File: config.mk
export PLATFORM = sky130hd
export DESIGN_NAME = mul_sequencer
export DESIGN_NICKNAME = d
export VERILOG_FILES = /design/src/rtl/mul_pkg.sv /design/src/rtl/mul_shift_add.sv /design/src/rtl/mul_sequencer.sv
export SDC_FILE = /design/constraint.sdc
export NUM_CORES = 1
export LEC_CHECK = 0
export CAP_MARGIN = 20
export CORE_ASPECT_RATIO = 1.1
export CORE_MARGIN = 2
export CORE_UTILIZATION = 56
export CTS_BUF_LIST = sky130_fd_sc_hd__clkbuf_4 sky130_fd_sc_hd__clkbuf_8
export DETAILED_ROUTE_END_ITERATION = 8
export PLACE_DENSITY = 0.82
export SYNTH_ARGS = -nofsm -noshare
export SYNTH_HDL_FRONTEND = slang
export SYNTH_SLANG_ARGS = --single-unit
File: constraint.sdc
create_clock -name CLK -period 4.3 [get_ports CLK]
set_clock_uncertainty 0.1 [all_clocks]
set_input_delay 0.43 -clock CLK [delete_from_list [all_inputs] [get_ports CLK]]
set_output_delay 0.43 -clock CLK [all_outputs]
set_load 0.02 [all_outputs]
File: src/rtl/mul_pkg.sv
// Shared types and constants for the shift-add multiply sequencer.
package mul_pkg;

  localparam int MUL_WIDTH = 16;

  typedef enum logic [1:0] {
    IDLE = 2'd0,
    RUN  = 2'd1,
    DONE = 2'd2
  } mul_state_e;

endpackage

File: src/rtl/mul_shift_add.sv
// Shift-add datapath: latched multiplicand, multiplier shift register and a
// 2*WIDTH accumulator, advanced one bit per step.
module mul_shift_add
  import mul_pkg::*;
#(
  parameter int WIDTH = MUL_WIDTH
) (
  input  logic               clk,
  input  logic               rst,
  input  logic               load,
  input  logic               step,
  input  logic [WIDTH-1:0]   a_in,
  input  logic [WIDTH-1:0]   b_in,
  output logic [2*WIDTH-1:0] acc_next
);

  logic [WIDTH-1:0]   a_q;
  logic [WIDTH-1:0]   b_q;
  logic [2*WIDTH-1:0] acc;
  logic [WIDTH:0]     sum;

  // The carry out of the add becomes the new top bit after the right shift.
  always_comb begin
    sum      = {1'b0, acc[2*WIDTH-1:WIDTH]} + (b_q[0] ? {1'b0, a_q} : '0);
    acc_next = {sum, acc[WIDTH-1:1]};
  end

  // NOTE: sequential state uses non-blocking assignments so every register
  // samples pre-edge values, regardless of statement order.
  // NOTE: the datapath registers are reset too, so a reset leaves no stale
  // operands or partial sums visible anywhere.
  always_ff @(posedge clk or posedge rst) begin
    if (rst) begin
      a_q <= '0;
      b_q <= '0;
      acc <= '0;
    end else if (load) begin
      a_q <= a_in;
      b_q <= b_in;
      acc <= '0;
    end else if (step) begin
      b_q <= {acc[0], b_q[WIDTH-1:1]};
      acc <= acc_next;
    end
  end

endmodule

File: src/rtl/mul_sequencer.sv
// Multi-cycle multiply sequencer for the Execute stage: stalls the pipeline
// for WIDTH shift-add steps, then presents the product for one cycle.
module mul_sequencer
  import mul_pkg::*;
#(
  parameter int WIDTH = MUL_WIDTH
) (
  input  logic               CLK,
  input  logic               Reset,
  input  logic               mul_req,
  input  logic               flush,
  input  logic [WIDTH-1:0]   op_a,
  input  logic [WIDTH-1:0]   op_b,
  output logic               stall,
  output logic               busy,
  output logic               done,
  output logic [2*WIDTH-1:0] product
);

  localparam int CNT_W = $clog2(WIDTH + 1);

  mul_state_e         state;
  mul_state_e         state_next;
  logic [CNT_W-1:0]   cnt;
  logic               load;
  logic               step;
  logic               start;
  logic               zero_op;
  logic               last_step;
  logic [2*WIDTH-1:0] acc_next;

  assign start     = (state == IDLE) && mul_req && !flush;
  assign zero_op   = (op_a == '0) || (op_b == '0);
  assign last_step = (state == RUN) && !flush && (cnt == CNT_W'(1));

  // NOTE: every output of this block gets a default first, so no path can
  // leave one unassigned and infer a latch.
  always_comb begin
    state_next = state;
    load       = 1'b0;
    step       = 1'b0;
    unique case (state)
      IDLE: begin
        if (start) begin
          load       = 1'b1;
          state_next = zero_op ? DONE : RUN;
        end
      end
      RUN: begin
        if (flush) begin
          state_next = IDLE;
        end else begin
          step = 1'b1;
          if (cnt == CNT_W'(1)) state_next = DONE;
        end
      end
      DONE:    state_next = IDLE;
      default: state_next = IDLE;
    endcase
  end

  always_ff @(posedge CLK or posedge Reset) begin
    if (Reset) begin
      state <= IDLE;
    end else begin
      state <= state_next;
    end
  end

  always_ff @(posedge CLK or posedge Reset) begin
    if (Reset) begin
      cnt <= '0;
    end else if (load) begin
      cnt <= CNT_W'(WIDTH);
    end else if (step) begin
      cnt <= cnt - CNT_W'(1);
    end
  end

  // Product only changes at a completed start: zero shortcut or final step.
  always_ff @(posedge CLK or posedge Reset) begin
    if (Reset) begin
      product <= '0;
    end else if (start && zero_op) begin
      product <= '0;
    end else if (last_step) begin
      product <= acc_next;
    end
  end

  mul_shift_add #(
    .WIDTH(WIDTH)
  ) u_shift_add (
    .clk     (CLK),
    .rst     (Reset),
    .load    (load),
    .step    (step),
    .a_in    (op_a),
    .b_in    (op_b),
    .acc_next(acc_next)
  );

  assign busy  = (state == RUN);
  assign done  = (state == DONE);
  assign stall = mul_req && !flush && (state != DONE) && !Reset;

endmodule

Word-level counts from Yosys, hierarchy flattened
Cells that the tools add are included.
{ "word_totals": {"reg_bits": 103, "latchBits": 0, "mem_bits_rw": 0, "rom_bits": 0, "word_cells": 49, "mem_count": 0} }
{ "op_classes": {"n_addsub": 2, "mul": 0, "n_div": 0, "n_lt_le_gt_ge": 0, "n_eq_ne": 6, "shift": 0, "mux": 18, "bitwise": 0, "n_reduce_logical": 17} }
{ "op_table": {"columns": ["operator", "n"], "rows": [
  ["$mux 32", 4],
  ["$mux 16", 3],
  ["$logic_not 16->1", 2],
  ["$add 16x17->17", 1],
  ["$mux 5", 2],
  ["$logic_and 1x1->1", 8],
  ["$mux 2", 4],
  ["$eq 5x1->1 const B", 1],
  ["$sub 5x1->5 const B", 1],
  ["$mux 1", 4],
  ["$ne 2x2->1 const B", 2],
  ["$pmux 2 s2", 1],
  ["$reduce_bool 2->1", 2],
  ["$ne 3x2->1 const B", 1],
  ["$eq 2x1->1 const B", 1],
  ["$eq 2x2->1 const B", 1],
  ["$logic_not 1->1", 2],
  ["$logic_not 2->1", 1],
  ["$reduce_and 2->1", 1],
  ["$logic_or 1x1->1", 1]
]} }

Depth between registers and ports, before layout
Gate-level depths: netlist (run 1).
{ "depth": {"depth_word": 6, "ltp_mapped": 10, "depth_no_buf": 9} }

By module
Synthesis (run 1) repeated with hierarchy kept, for this count alone.
{ "hier_totals": {"cells_unflattened": 557, "hier_area_um2": 5652.9} }
{ "modules_own_cells": {"columns": ["mod", "instances", "cells_each", "area_each_um2", "seq_area_each_um2"], "rows": [
  ["mul_shift_add", 1, 366, 3694.8, 1601.5],
  ["mul_sequencer", 1, 191, 1958.1, 975.9]
]} }

Worst setup path after synthesis (run 1)
No wires, ideal clock.
{ "synth_timing": {"path_type": "reg-to-reg", "from": "register u_shift_add.b_q[0]", "to": "register product[30]", "setup_time_ps": 136, "t_arrival_ps": 2175, "slack_ps": 1889, "path_stages_with_launch": 11, "path_cell_list": "dfrtp_1 -> clkbuf_1 -> and2_1 -> ha_1 -> clkbuf_1 -> a21oi_1 -> o21bai_1 -> a21oi_1 -> nor3_1 -> a221oi_1 -> nand3_1"} }
{ "synth_between": {"elab_chain_len": 4} }
{ "synth_rtl": {"columns": ["item", "line_no", "rtl"], "rows": [
  ["start: declaration", "mul_shift_add.sv:18", "logic [WIDTH-1:0] b_q;"],
  ["start signal: assignment", "mul_shift_add.sv:39", "b_q <= b_in;"],
  ["start signal: assignment", "mul_shift_add.sv:42", "b_q <= {acc[0], b_q[WIDTH-1:1]};"],
  ["$mux 16", "mul_shift_add.sv:24", "sum = {1'b0, acc[2*WIDTH-1:WIDTH]} + (b_q[0] ? {1'b0, a_q} : '0);"],
  ["$add 16x17->17", "mul_shift_add.sv:24", null],
  ["$mux 32", "mul_sequencer.sv:86", "end else if (last_step) begin"],
  ["$mux 32", "mul_sequencer.sv:84", "end else if (start && zero_op) begin"],
  ["end signal: assignment", "mul_sequencer.sv:87", "product <= acc_next;"],
  ["end: declaration", "mul_sequencer.sv:17", "output logic [2*WIDTH-1:0] product"]
]} }
Every way passes these cells. The select of a mux whose other input is x is not followed.
A chain may end at the register's enable or synchronous reset.

Worst setup path in the final report (run 1)
{ "layout_timing": {"from": "register u_shift_add.b_q[0]", "to": "register product[26]"} }
The elaborated chain is that of the path after synthesis.

==> results.yml, run 1 <==
run_status:
  status: "completed"
synthesis:
  synth_mux_area_share_pct: 0
  synth-seq-cells: 103
  synthAdderAreaFrac_pct: 4.97
  synthCells: 494
  synthTopCellsByArea: "dfrtp_1, a22o_1, nand2_1"
  yosysTopAreaCell: "dfrtp_1"
  synth_simple_gate_area_share_pct: 18.5
  yosysWarnings: 0
  synth.cell_area_sq_um: 4940
  synth_top_cell_area_share_pct: 52.2
  synth_edf_count: 0
  syn_area_per_cell_sq_um: 10.0
  synth_top_family_by_area: "compound AO/OA/AOI/OAI gates"
  synth_xor_area_share_pct: 2.13
  synthArstFlopShare_pct: 100
  synth.yosys.seq_area_share_pct: 52.2
  synth-compound-area-share_pct: 18.6
  synth_flop_cell: "dfrtp_1"
  yosysUniqueCellTypes: 48
  syn-num-nets: 549
floorplan:
  die_width_microns: 93.5
  num_rows: 35
  io_pins: 71
  die_area_sq_um: 9590
  core_area_sq_um: 8450
  start_util_pct: 58.4
  die_h_microns: 102
place:
  port_buffers: 70
  hpwl_microns: 7750
  place_inst: 651
  place_congestion: 0.837
cells_and_area:
  utilization_pct: 69.9
  final_nets: 606
  stdcell_count: 667
  final_layout_size_suffix_gt1_share_pct: 6.29
  n_antenna_cell: 0
  synthToLayoutAreaGrowth_pct: 19.7
drt:
  wl_per_cell_microns: 16.6
  met2RoutedLength_microns: 5390
  wl_met3_microns: 536
  highest_layer: "met4"
  drt_iter0_drc: 195
  vias: 4001
  via_per_inst: 6.00
  wirelength_microns: 11100
  firstDrtPassIters: 4
  antenna_left: 0
  route.detailed.drc: 0
  drt-met1-wl_microns: 4950
setup_path:
  end_kind: "flop"
  path_buf_inv: 0
  cpLargestDelayFamily: "compound AO/OA/AOI/OAI gates"
  crit_path_max_incr_delay_ns: 0.57
  critical_path.slowest_cell: "dfrtp_1"
  arrival_ns: 3.04
  crit_chain: "and2_1 -> ha_1 -> a211oi_1 -> o21ai_0 -> and3b_1 -> o31a_1 -> nor2_1 -> a22o_1"
  crit_type: "reg -> reg"
  worstPathRequired_ns: 4.51
  critPathLaunchType: "flop"
  rr_worst_depth: 8
  timing.rr.end: "product[26]"
  r2r_slack_ns: 1.46
  critPathLaunch: "u_shift_add.b_q[0]"
  worstPathMaxFanout: 17
  r2r_start: "u_shift_add.b_q[0]"
pwr:
  netSwitchingFraction_pct: 37.2
  p_leak_uw: 0.00277
  power.switching_uw: 1110
  power.share.combinational_pct: 35.4
  p_seq_share_pct: 45.1
  p_int_uw: 1870
  pwr-share-clk_pct: 19.5
  ir_worst_vdd_uv: 232
  pwr_density_cell_nw_per_um2: 504
hold_path:
  min_path_type: "reg -> reg"
  hold_path_startpoint: "u_shift_add.a_q[9]"
  worstHoldEndpoint: "u_shift_add.a_q[9]"
  whs_path_depth: 2
sta:
  fin_setup_tns_ns: 0
  rsz0062_at_grt: "false"
  period_share_pct: 66.0
  setup_viol: 0
  relSlewSlack_pct: 37.1
  fin_crit_ns: 2.84
  finalMaxSlewViolations: 0
  hold_ws_ns: 0.379
  hold_viol_final: 0
  fmax_ghz: 0.352
  worst_slew_pin_slew_ns: 0.943
clock_network:
  cts_setup_buffers: 0
  cts_buffers: 9
  clock_sinks: 103
  postCtsHoldBufs: 0
  cts-resized-gates: 0
  cts_max_path_buffers: 2
  cts_tree: "built"
  htree_levels: 3
  clk_pin_slew_ns: 0.10
  insertion_delay_ns: 0.38
  cts-root-buf: "clkbuf_8"
global_route:
  grt_pass1_vias: 3920
  grt_use_total_pct: 25.1
  antenna_found_initial: 0
  grt-ovfl-total: 0
  grt_max_degree: 59
  grt_pass1_wl_microns: 18800
run:
  max_cap_violations: 0
-- synthesized netlist by cell type (10+ instances only) --
cell type	instances
a21oi_1	14
a22o_1	56
a31oi_1	16
and2_1	18
clkbuf_1	22
dfrtp_1	103
ha_1	18
inv_1	12
nand2_1	94
nand3_1	10
nor2_1	30
nor4_1	11
-- layout by cell type, fill, tap and decap left out, types with 4 or more instances in the layout --
master / n
dfrtp_1: 103
nand2_1: 94
clkdlybuf4s50_1: 70
a22o_1: 56
nor2_1: 29
and2_1: 18
ha_1: 18
a31oi_1: 16
a21oi_1: 13
inv_1: 11
nor4_1: 11
nand3_1: 10
clkbuf_8: 9
nand4_1: 8
buf_4: 8
xnor2_1: 7
o21ai_0: 7
nor3_1: 7
xor2_1: 5
a211oi_1: 4
-- worst max-delay path by stage --
stage | cells past startpoint | slack, ns | end
after floorplan | 1 | 1.07 | cnt[0]
after global placement | 9 | 1.61 | product[29]
after detailed placement | 9 | 1.48 | product[29]
after CTS | 9 | 1.45 | product[29]
after global routing | 9 | 1.27 | product[29]
final | 8 | 1.46 | product[26]
-- cell families (layout without fill, tap and decap cells) --
kind of cell               after synthesis  count (layout)
adders and majority gates               19              19
AOI/OAI and AO/OA                      119             119
DFF                                    103             103
and+or+nand+nor                        197             197
buffers and inverters                   44             106
xor gates and xnor gates                12              12
-- layer usage --
metal / vias to the layer above / global-route usage (%)
met5: - / 0
met4: 0 / 8.14
met3: 13 / 4.31
met2: 128 / 41.3
met1: 1972 / 34.6
li1: 1888 / -
-- through the flow --
step / cell area [sq um] / setup slack, ns / power, uW
final: 5910 / 1.46 / 2980
after global routing: 5910 / 1.27 / 3170
after CTS: 5910 / 1.45 / 2980
after detailed placement: 5720 / 1.48 / 2410
after global placement: 5720 / 1.61 / 2360
after floorplan: 4940 / 1.07 / 2070
-- sequential cells by signal (all words and copies together) (netlist names) --
name	flops
product	32
u_shift_add.acc	32
u_shift_add.a_q	16
u_shift_add.b_q	16
cnt	5
state	2
-- worst register-to-register path: cells and delay by family, from the launching register on --
kind | cells | cell delay, ns
simple gates | 3 | 0.71
fa+ha+maj | 1 | 0.35
flops | 1 | 0.57
compound gates | 4 | 1.05
-- final cells by class --
type	count	area (sq um)
sequential	103	2580
fill	633	2540
multi-input combinational	347	2200
timing repair buffer	78	761
tap	111	139
clock buffer	9	124
clock inverter	7	63.8
inverter	12	47.5
-- power by group through the flow --
stage	Combinational (uW)	Clock, uW	Sequential, uW
after floorplan	714	0	1360
after global placement	1010	0	1350
after detailed placement	1050	0	1360
after CTS	1050	586	1340
after global routing	1160	634	1370
final	1060	581	1340
No activity file was read; power rests on OpenSTA's default activity.
==> run 2: changes to the inputs <==
--- a/config.mk
+++ b/config.mk
@@ -8,10 +8,10 @@
 export CAP_MARGIN = 20
 export CORE_ASPECT_RATIO = 1.1
 export CORE_MARGIN = 2
-export CORE_UTILIZATION = 56
+export CORE_UTILIZATION = 51
 export CTS_BUF_LIST = sky130_fd_sc_hd__clkbuf_4 sky130_fd_sc_hd__clkbuf_8
 export DETAILED_ROUTE_END_ITERATION = 8
-export PLACE_DENSITY = 0.82
+export PLACE_DENSITY = 0.78
 export SYNTH_ARGS = -nofsm -noshare
 export SYNTH_HDL_FRONTEND = slang
 export SYNTH_SLANG_ARGS = --single-unit
==> constraint.sdc (replaced) <==
create_clock -name CLK -period 2.3 [get_ports CLK]
set_clock_uncertainty 0.1 [all_clocks]
set_input_delay 0.23 -clock CLK [delete_from_list [all_inputs] [get_ports CLK]]
set_output_delay 0.23 -clock CLK [all_outputs]
set_load 0.02 [all_outputs]
==> results.yml, run 2 (same netlist as run 1, synthesis figures left out) <==
setup_path:
  crit_path_max_incr_delay_ns: 0.47
  r2r_start: "u_shift_add.b_q[0]"
  r2r_slack_ns: -0.20
  arrival_ns: 2.67
  critPathLaunchType: "flop"
  timing.rr.end: "product[25]"
  timing.critical_path.mode_cell: "o211ai_2"
  end_kind: "flop"
  worstPathMaxFanout: 7
  crit_chain: "and2_4 -> ha_4 -> fa_2 -> a21oi_2 -> o211ai_2 -> o211ai_2 -> buf_4 -> buf_6 -> a311oi_4 -> xor2_1 -> a22o_1"
  worstPathRequired_ns: 2.47
  crit_end: "product[25]"
  critical_path.slowest_cell: "dfrtp_2"
  crit_type: "reg -> reg"
  critPathLaunch: "u_shift_add.b_q[0]"
  rr_worst_depth: 11
clock_network:
  clk_pin_slew_ns: 0.11
  cts_max_path_buffers: 2
  insertion_delay_ns: 0.38
  cts_buffers: 9
  htree_levels: 3
  clock_sinks: 103
  cts_tree: "built"
  postCtsHoldBufs: 0
  cts-root-buf: "clkbuf_8"
cells_and_area:
  most-common-layout-cells: "dfrtp_1, nand2_1, clkdlybuf4s50_1, a22o_1, buf_4"
  biggestRegsByFlops: "product (32), u_shift_add.acc (32)"
  synthToLayoutAreaGrowth_pct: 33.0
  n_antenna_cell: 0
  final_layout_size_suffix_gt1_share_pct: 18.8
  final_common_cell: "dfrtp_1"
  stdcell_count: 718
  final_nets: 651
  utilization_pct: 69.9
place:
  place_congestion: 0.904
  hpwl_microns: 8720
  port_buffers: 70
  place_inst: 695
pwr:
  pwr_density_cell_nw_per_um2: 966
  ir_worst_vdd_uv: 389
  p_leak_uw: 0.00300
sta:
  period_share_pct: 109
  worst_slew_pin_slew_ns: 0.573
  finalMaxSlewViolations: 0
  hold_viol_final: 0
  setup_slack_ns: -0.198
  hold_ws_ns: 0.293
  rsz0062_at_grt: "true"
  setup_viol: 18
  fmax_ghz: 0.400
  fin_crit_ns: 2.50
  relSlewSlack_pct: 61.8
floorplan:
  die_h_microns: 107
  start_util_pct: 52.5
  io_pins: 71
  num_rows: 37
  die_width_microns: 97.8
  die_area_sq_um: 10500
  core_area_sq_um: 9400
drt:
  drt-met1-wl_microns: 5490
  wl_met3_microns: 462
  route.detailed.drc: 0
  vias: 4254
  firstDrtPassIters: 7
  via_per_inst: 5.92
  wl_per_cell_microns: 17.8
  wirelength_microns: 12800
  highest_layer: "met4"
  met2RoutedLength_microns: 6530
  antenna_left: 0
  drt_iter0_drc: 239
run:
  max_cap_violations: 0
run_status:
  violations: "negative setup slack"
  status: "finished with violations"
hold_path:
  min_path_type: "in -> async"
global_route:
  grt_pass1_wl_microns: 20900
  antenna_found_initial: 0
  grt_max_degree: 104
  grt_pass1_vias: 4300
  grt_use_total_pct: 25.0
  grt-ovfl-total: 0
[run 2: cell types whose count changed in the layout (fill, tap and decap cells not counted), sizes merged]
cell      change
inv           -1
clkinvlp      +2
buf          +44
clkinv        -1
o31a          +1
[run 2: worst min path at each step]
stage / to / slack [ns] / cells after the start
4_1_cts: u_shift_add.a_q[9] / 0.30 / 3
2_1_floorplan: u_shift_add.a_q[0] / 0.24 / 2
6_report: product[2] / 0.29 / 3
3_5_place_dp: u_shift_add.a_q[13] / 0.36 / 2
5_1_grt: u_shift_add.a_q[9] / 0.31 / 3
3_3_place_gp: u_shift_add.a_q[14] / 0.36 / 2
[run 2: per-layer routing]
| metal | vias up | track usage (%) |
|---|---|---|
| li1 | 1978 | - |
| met1 | 2124 | 31.2 |
| met2 | 129 | 44.4 |
| met3 | 23 | 3.52 |
| met4 | 0 | 8.63 |
| met5 | - | 0 |
[run 2: per-stage QoR]
step | total power (uW) | setup TNS, ns | cell area, sq um | setup WS (ns)
floorplan | 3940 | -0.0262 | 4980 | -0.0262
global placement | 4790 | -3.19 | 6100 | -0.113
detailed placement | 4880 | -5.66 | 6100 | -0.215
CTS | 6160 | -0.748 | 6410 | -0.100
global route | 6720 | -3.63 | 6570 | -0.252
finish | 6350 | -2.15 | 6570 | -0.198
[run 2: timing repair]
item	CTS	global route
setup buffers	2	4
setup endpoints to repair	22	22
gates resized for setup	18	24
hold endpoints to repair	0	0
gates cloned	1	0
pin swaps	10	20
[run 2: critical path, delay by kind of cell (launching register included)]
kind                     cells  cell delay (ns)
AND/OR/NAND/NOR              1             0.18
XOR/XNOR                     1             0.19
flip-flops                   1             0.47
buffers and inverters        2             0.24
AO/OA/AOI/OAI                5             0.70
adder cells (fa/ha/maj)      2             0.51
[run 2: final cells by class]
class	instances	area, sq um
well taps	117	146
repair buffers	122	1140
multi-input cells	348	2460
flip-flops and latches	103	2580
inverters	12	48.8
fillers	713	2830
clock inverters	7	73.8
clock buffers	9	124
[run 2: power by group]
part / internal (uW) / switching [uW] / total, uW
combinational: 1330 / 1300 / 2640
sequential: 2220 / 346 / 2560
clock: 428 / 720 / 1150
==> run 3: changes to the inputs <==
--- a/config.mk
+++ b/config.mk
@@ -8,10 +8,10 @@
 export CAP_MARGIN = 20
 export CORE_ASPECT_RATIO = 1.1
 export CORE_MARGIN = 2
-export CORE_UTILIZATION = 51
+export CORE_UTILIZATION = 56
 export CTS_BUF_LIST = sky130_fd_sc_hd__clkbuf_4 sky130_fd_sc_hd__clkbuf_8
 export DETAILED_ROUTE_END_ITERATION = 8
-export PLACE_DENSITY = 0.78
+export PLACE_DENSITY = 0.82
 export SYNTH_ARGS = -nofsm -noshare
 export SYNTH_HDL_FRONTEND = slang
 export SYNTH_SLANG_ARGS = --single-unit
==> constraint.sdc (replaced) <==
create_clock -name CLK -period 2.8 [get_ports CLK]
set_clock_uncertainty 0.1 [all_clocks]
set_input_delay 0.28 -clock CLK [delete_from_list [all_inputs] [get_ports CLK]]
set_output_delay 0.28 -clock CLK [all_outputs]
set_load 0.02 [all_outputs]
==> results.yml, run 3 (same netlist as run 1, synthesis figures left out) <==
clock_network:
  clock_sinks: 103
  postCtsHoldBufs: 0
  clk_pin_slew_ns: 0.10
  cts_buffers: 9
  htree_levels: 3
  cts_max_path_buffers: 2
  cts_tree: "built"
  insertion_delay_ns: 0.37
  cts-root-buf: "clkbuf_8"
setup_path:
  r2r_start: "u_shift_add.b_q[0]"
  timing.rr.end: "product[29]"
  critPathLaunchType: "flop"
  worstPathRequired_ns: 3.01
  rr_worst_depth: 9
  worstPathMaxFanout: 9
  end_kind: "flop"
  crit_type: "reg -> reg"
  arrival_ns: 2.87
  r2r_slack_ns: 0.14
  critPathLaunch: "u_shift_add.b_q[0]"
  crit_end: "product[29]"
pwr:
  pwr_density_cell_nw_per_um2: 783
  power.switching_uw: 1710
  power.share.combinational_pct: 34.8
  p_seq_share_pct: 43.8
  p_leak_uw: 0.00282
  p_int_uw: 3010
  pwr-share-clk_pct: 21.4
  ir_worst_vdd_uv: 345
  netSwitchingFraction_pct: 36.2
cells_and_area:
  most-common-layout-cells: "dfrtp_1, nand2_1, clkdlybuf4s50_1, a22o_1, nor2_1"
  final_nets: 613
  n_antenna_cell: 0
  biggestRegsByFlops: "product (32), u_shift_add.acc (32)"
  synthToLayoutAreaGrowth_pct: 21.9
  multi_input_area_sq_um: 2200
  n_fill_cell: 631
  stdcell_count: 674
  regArea_sq_um: 2580
  final_layout_size_suffix_gt1_share_pct: 7.64
  final_common_cell: "dfrtp_1"
floorplan:
  io_pins: 71
  core_area_sq_um: 8450
  start_util_pct: 58.4
  die_area_sq_um: 9590
  num_rows: 35
  die_width_microns: 93.5
  die_h_microns: 102
global_route:
  grt_pass1_vias: 3800
  grt_use_total_pct: 24.2
  grt-ovfl-total: 0
  grt_max_degree: 61
  antenna_found_initial: 0
  grt_pass1_wl_microns: 18300
place:
  place_inst: 655
  port_buffers: 70
  place_congestion: 0.870
  hpwl_microns: 7690
drt:
  drt_iter0_drc: 293
  wl_per_cell_microns: 16.3
  antenna_left: 0
  vias: 4005
  route.detailed.drc: 0
  wirelength_microns: 11000
  via_per_inst: 5.94
  firstDrtPassIters: 5
hold_path:
  min_path_type: "in -> async"
sta:
  finalMaxSlewViolations: 0
  hold_viol_final: 0
  fin_crit_ns: 2.66
  worst_slew_pin_slew_ns: 0.738
  fmax_ghz: 0.376
  fin_setup_tns_ns: 0
  setup_viol: 0
  rsz0062_at_grt: "false"
  relSlewSlack_pct: 50.1
  period_share_pct: 94.9
run:
  max_cap_violations: 0
run_status:
  status: "completed"
==> run 3: stage by stage <==
step                hold WS, ns  utilization (%)  instance area (sq um)  power [uW]  setup WS, ns
finish                    0.343             71.2                   6020        4710         0.143
global route              0.368             71.2                   6020        5030        0.0285
CTS                       0.345             70.7                   5980        4700       0.00959
detailed placement        0.374             68.1                   5760        3690        0.0165
global placement          0.363             68.1                   5760        3630         0.125
floorplan                 0.285                -                   4940        3180         0.389
==> run 3: layout make-up <==
class | instances | area share [%]
repair buffers | 85 | 13.8
clock buffers | 9 | 2.06
flip-flops and latches | 103 | 42.8
well taps | 111 | 2.31
clock inverters | 7 | 1.62
multi-input cells | 347 | 36.5
inverters | 12 | 0.810
==> run 3: how the worst min path moves through the flow <==
stage	startpoint	to	slack, ns	cells after the start
floorplan	op_a[0]	u_shift_add.a_q[0]	0.29	2
global placement	u_shift_add.a_q[8]	u_shift_add.a_q[8]	0.36	2
detailed placement	u_shift_add.a_q[15]	u_shift_add.a_q[15]	0.37	2
CTS	op_a[14]	u_shift_add.a_q[14]	0.35	3
global route	op_a[12]	u_shift_add.a_q[12]	0.37	3
finish	Reset	u_shift_add.b_q[5]	0.34	3
==> run 3: worst max-delay path: stages, from the launching register on <==
cell and delay [ns]:
dfrtp_2 0.49, buf_12 0.15, and2_1 0.17, ha_1 0.40, o21ai_0 0.12, o21ai_0 0.25, a21oi_1 0.11, o31a_1 0.19
or4_1 0.53, nand3_1 0.09
==> run 3: routing by layer <==
layer | global-route usage [%] | vias to the layer above | wire length [microns] | share of wire, %
li1 | - | 1907 | - | -
met1 | 35.3 | 1963 | 5230 | 48
met2 | 37.9 | 119 | 5080 | 46
met3 | 2.78 | 16 | 448 | 4.1
met4 | 9.25 | 0 | 200 | 1.8
met5 | 0 | - | 0 | 0
==> run 3: power groups by stage <==
stage	sequential, uW	clock, uW	combinational, uW
2_1_floorplan	2090	0	1100
3_3_place_gp	2080	0	1550
3_5_place_dp	2090	0	1600
4_1_cts	2060	1030	1610
5_1_grt	2100	1100	1830
6_report	2060	1010	1640
==> run 3: what timing repair did <==
action | in CTS | in global routing
resized for setup | 0 | 1
endpoints found under the setup margin | 0 | 10
setup buffers | 0 | 2
